## src/rtl/fifo_flagged.sv

```systemverilog
// Single-clock first-word-fall-through FIFO with occupancy count, programmable
// almost-full/almost-empty flags, drop-or-overwrite policy, flush and sticky error flags.
module fifo_flagged #(
  parameter int WORD_SIZE          = 8,
  parameter int ADDRESS_SIZE       = 4,
  parameter int ALMOST_FULL_LEVEL  = 12,
  parameter int ALMOST_EMPTY_LEVEL = 2,
  parameter int OVERWRITE_ON_FULL  = 0
) (
  input  logic                    clk,
  input  logic                    rst,
  input  logic                    flush,
  input  logic [WORD_SIZE-1:0]    dataIn,
  input  logic                    we,
  input  logic                    oe,
  input  logic                    clearFlags,
  output logic [WORD_SIZE-1:0]    dataOut,
  output logic                    isData,
  output logic                    bufferFull,
  output logic                    almostFull,
  output logic                    almostEmpty,
  output logic [ADDRESS_SIZE:0]   count,
  output logic                    dataLost,
  output logic                    underflow
);

  localparam int DEPTH = 1 << ADDRESS_SIZE;
  localparam logic [ADDRESS_SIZE:0] depthCount  = {1'b1, {ADDRESS_SIZE{1'b0}}};
  localparam logic [ADDRESS_SIZE:0] afLevel     = ALMOST_FULL_LEVEL[ADDRESS_SIZE:0];
  localparam logic [ADDRESS_SIZE:0] aeLevel     = ALMOST_EMPTY_LEVEL[ADDRESS_SIZE:0];
  localparam logic                  overwriteEn = (OVERWRITE_ON_FULL != 0);

  logic [WORD_SIZE-1:0]    mem [DEPTH];
  logic [ADDRESS_SIZE-1:0] readPointer;
  logic [ADDRESS_SIZE-1:0] writePointer;
  logic [ADDRESS_SIZE:0]   countReg;
  logic [ADDRESS_SIZE:0]   countNext;
  logic                    dataLostReg;
  logic                    underflowReg;

  logic isEmpty;
  logic isFull;
  logic doWrite;
  logic doRead;
  logic lostEvent;
  logic underEvent;

  assign isEmpty = (countReg == {(ADDRESS_SIZE+1){1'b0}});
  assign isFull  = (countReg == depthCount);

  // Decide which strobes take effect; full/empty come from the count, not pointer equality.
  always_comb begin
    doWrite    = 1'b0;
    doRead     = 1'b0;
    lostEvent  = 1'b0;
    underEvent = 1'b0;
    if (isEmpty) begin
      doWrite    = we;
      underEvent = oe;
    end else if (isFull) begin
      if (we && !oe) begin
        // Overwrite mode writes into the oldest slot and drags the read pointer along.
        lostEvent = 1'b1;
        doWrite   = overwriteEn;
        doRead    = overwriteEn;
      end else begin
        doWrite = we;
        doRead  = oe;
      end
    end else begin
      doWrite = we;
      doRead  = oe;
    end
  end

  // Occupancy update from the accepted strobes.
  always_comb begin
    case ({doWrite, doRead})
      2'b10:   countNext = countReg + (ADDRESS_SIZE+1)'(1);
      2'b01:   countNext = countReg - (ADDRESS_SIZE+1)'(1);
      default: countNext = countReg;
    endcase
  end

  // Pointer, count and sticky flag registers; rst outranks flush outranks normal traffic.
  always_ff @(posedge clk) begin
    if (rst || flush) begin
      readPointer  <= {ADDRESS_SIZE{1'b0}};
      writePointer <= {ADDRESS_SIZE{1'b0}};
      countReg     <= {(ADDRESS_SIZE+1){1'b0}};
      dataLostReg  <= 1'b0;
      underflowReg <= 1'b0;
    end else begin
      if (doWrite) writePointer <= writePointer + ADDRESS_SIZE'(1);
      if (doRead)  readPointer  <= readPointer + ADDRESS_SIZE'(1);
      countReg     <= countNext;
      dataLostReg  <= lostEvent  | (dataLostReg  & ~clearFlags);
      underflowReg <= underEvent | (underflowReg & ~clearFlags);
    end
  end

  // Storage array, deliberately not reset.
  always_ff @(posedge clk) begin
    if (!rst && !flush && doWrite) mem[writePointer] <= dataIn;
  end

  assign dataOut     = isEmpty ? {WORD_SIZE{1'b0}} : mem[readPointer];
  assign isData      = !isEmpty;
  assign bufferFull  = isFull;
  assign almostFull  = (countReg >= afLevel);
  assign almostEmpty = (countReg <= aeLevel);
  assign count       = countReg;
  assign dataLost    = dataLostReg;
  assign underflow   = underflowReg;

endmodule
```

## config.mk

```make
export PLATFORM = sky130hd
export DESIGN_NAME = fifo_flagged
export DESIGN_NICKNAME = d
export VERILOG_FILES = /design/src/rtl/fifo_flagged.sv
export SDC_FILE = /design/constraint.sdc
export NUM_CORES = 1
export LEC_CHECK = 0
export ABC_AREA = 1
export CORE_UTILIZATION = 45
export CTS_CLUSTER_DIAMETER = 120
export DETAILED_ROUTE_END_ITERATION = 10
export GPL_TIMING_DRIVEN = 0
export PLACE_DENSITY = 0.66
export SYNTH_ARGS = -nofsm -noshare
export SYNTH_HDL_FRONTEND = slang
export SYNTH_SLANG_ARGS = --single-unit
```

## constraint.sdc

```tcl
create_clock -name clk -period 2.5 [get_ports clk]
set_clock_uncertainty 0.2 [all_clocks]
set_input_delay 0.5 -clock clk [delete_from_list [all_inputs] [get_ports clk]]
set_output_delay 0.5 -clock clk [all_outputs]
set_load 0.05 [all_outputs]
```

==> impl_results.md <==
* Worst min path class: in -> reg
* Clk buf depth at 2
* Register area share after synthesis at 0.6734
* Worst-path clk slew at ~60 ps
* Core box area at ~13000 sq um
* Peak supply drop at 0.5071 mV
* Ports at 33
* Commonest non-fill, non-tap cell in the layout: nand2_1
* Unrepaired setup endpoints after global routing: yes
* Final-layout fill cell count at slightly above 1000
* Antenna cells at 0
* R2r setup slk at between 150 and 200 ps
* Critical path's slowest cell: dfxtp_4
* Critical Path AT at 1930 ps
* Wirelength per Cell at 19.73 um
* Synth warn at 0
* Final Hold Fails at 0
* Routed wire length at about 16000 um
* Share of cells above drive strength 1 at 0.3618
* Root Buffer: clkbuf_16
* Violated checks: setup timing
* Crit path launch type: flip-flop
* Avg Inst Size Synth at about 11 sq um
* Tmin final at 2635 ps
* Die Y at 120.1 um
* Largest net degree at the start of global routing at 17
* Gr ovfl total at 0
* PwrDens at 727.2 nW/um^2
* CTS tree: yes
* Number of max-slew violations in the final report at 0
* Synth Cell Area at 6272 sq um
* Die X-Extent at about 120 um
* Layout area overhead at 34.23%
* Crit Reg-Reg Startpoint: count[3]$_SDFFE_PP0P_
* Post-route setup TNS at -813.7 ps
* Final worst setup slack at -134.7 ps
* Post-synth top area share at 0.6128
* Skew-Pair Late Insertion Delay at 420 ps
* CP Capture Type: output pin
* Via/cell ratio at ~5.6
* Crit-path max FO at 5
* Post-synthesis register bit count at 147
* Post-Synthesis Cells at 579
* Endpoints failing setup at 8
* Placed Instances at 787
* Hold_sp: oe
* # DRC at 0
* Worst path cell trace: clkbuf_16 -> clkbuf_16 -> nand2_2 -> nand3_2 -> nand3_1 -> nand2_1 -> nand2_2 -> a21oi_4 -> buf_6
* Antenna viol nets, final at 0
* Synth area leaders: edfxtp_1 61%, nand2_1 11%, nand3_1 8.8%
* Worst slew margin at 0.4492
* Fin nets at 665
* Final cell count without fillers at approximately 830
* Antenna violations before repair at 0
* H-tree depth at 4
* Tot GR Track Use at 0.2293
* Initial DRC Count at 524
* Cts bufs inserted at 17
* Worst path bufs/invs at 3
* Most frequent cells in the layout: 141 x nand2_1, 128 x edfxtp_1, 76 x nand3_2
* Clock Sinks at 147
* Yosys top cell by area: edfxtp_1
* Worst Tran Pin Value at 823.6 ps
* Post-synthesis cell type count at 27
* Initial Util at 0.4681
* Row Count at 42
* Leak at 0.003162 uW
* Period Utilization, post-route at 1.054
* Die ar. at about 14000 sq um
* Crit path largest cell delay at 440 ps
* Via count at 4619
* Post-DP HPWL at 10050 um
* WP data required at about 1800 ps
* Port Buffers at 32
* Global-route wire length before repair at 23850 um
* Gpl congestion at 0.8968
* Status: complete, but fails checks
* Synthesized net count at 602
* Number of global-route vias before repair at 4312
* Top delay family on crit path: buffers and inverters
* Maximum clock rate at ~380 MHz
* DR pass1 iterations at 5
* Kind of critical path: reg -> out
* Hold_buf cts at 0
* Max-cap viol count at 0
[per-stage QoR]
step | worst slack [ps] | utilization | power (uW) | hold slack (ps) | area (sq um)
floorplan | 34.22 | - | 3322 | 249.8 | 6324
global placement | -834.0 | 0.5122 | 3606 | 259.1 | 6864
detailed placement | -891.2 | 0.5126 | 3619 | 275.9 | 6869
CTS | -119.7 | 0.5733 | 5991 | 283.2 | 7682
global route | -171.3 | 0.6283 | 6292 | 251.6 | 8419
finish | -134.7 | 0.6283 | 6122 | 242.2 | 8419
[state kept, by name, indices dropped and copies added, names as in the netlist, named ones only]
register      flops
mem             128
count             5
readPointer       4
writePointer      4
dataLost          1
underflow         1
[what timing repair did]
action                                  CTS  global route
pin swaps                                 7            86
resized for setup                       116           143
gates cloned                              2             6
endpoints found under the setup margin   94            59
buffers inserted                          1             3
[metal layers]
layer,part of all wire,wire length (um),track usage,up-vias
met4,0.019,308,0.07813,0
li1,-,-,-,2133
met5,0,0,0,-
met1,0.42,6844,0.3039,2247
met3,0.080,1310,0.06179,26
met2,0.48,7930,0.3635,213
[final timing paths]
| kind | cells after the start | to |
|---|---|---|
| max | 9 | dataOut[1] |
| min | 3 | underflow$_SDFF_PP0_ |
| max reg2reg | 14 | count[2]$_SDFFE_PP0P_ |
| min reg2reg | 2 | readPointer[2]$_SDFFE_PP0N_ |
[synthesized netlist by cell type (all sizes together)]
cell type,instances
a21oi,22
buf,24
clkbuf,3
clkinv,2
dfxtp,19
edfxtp,128
ha,9
inv,28
nand2,190
nand3,112
nand3b,1
nand4,2
nor2,14
nor3,12
o21ai,7
o21bai,1
xnor2,2
xor2,3
[power breakdown]
group	internal (uW)	switching [uW]	leakage [uW]	total (uW)
clock network	1400	932	0.000268	2340
logic	371	693	0.00159	1060
registers	2690	30.1	0.00131	2720
total	4470	1660	0.00316	6120
[cell families after synthesis]
| group | share of synthesized area |
|---|---|
| compound gates | 0.02494 |
| xor+xnor | 0.006983 |
| fa+ha+maj | 0.01795 |
| buf+inv | 0.04827 |
| flops | 0.6734 |
| simple gates | 0.2284 |
[worst min-delay path, stage by stage]
cell and delay (ps):
dlymetal6s2s_1 160, nand2_1 80, a21oi_1 70
[cell type report]
cell class | instances | area, sq um | area share
repair buffers | 44 | 566.8 | 0.06732
clock buffers | 28 | 518.0 | 0.06152
clock inverters | 4 | 23.77 | 0.002824
well taps | 176 | 220.2 | 0.02616
flip-flops and latches | 147 | 4234 | 0.5029
inverters | 30 | 125.1 | 0.01486
plain buffers | 27 | 309.0 | 0.03671
multi-input cells | 375 | 2422 | 0.2877
(Power assumes the default switching activity.)
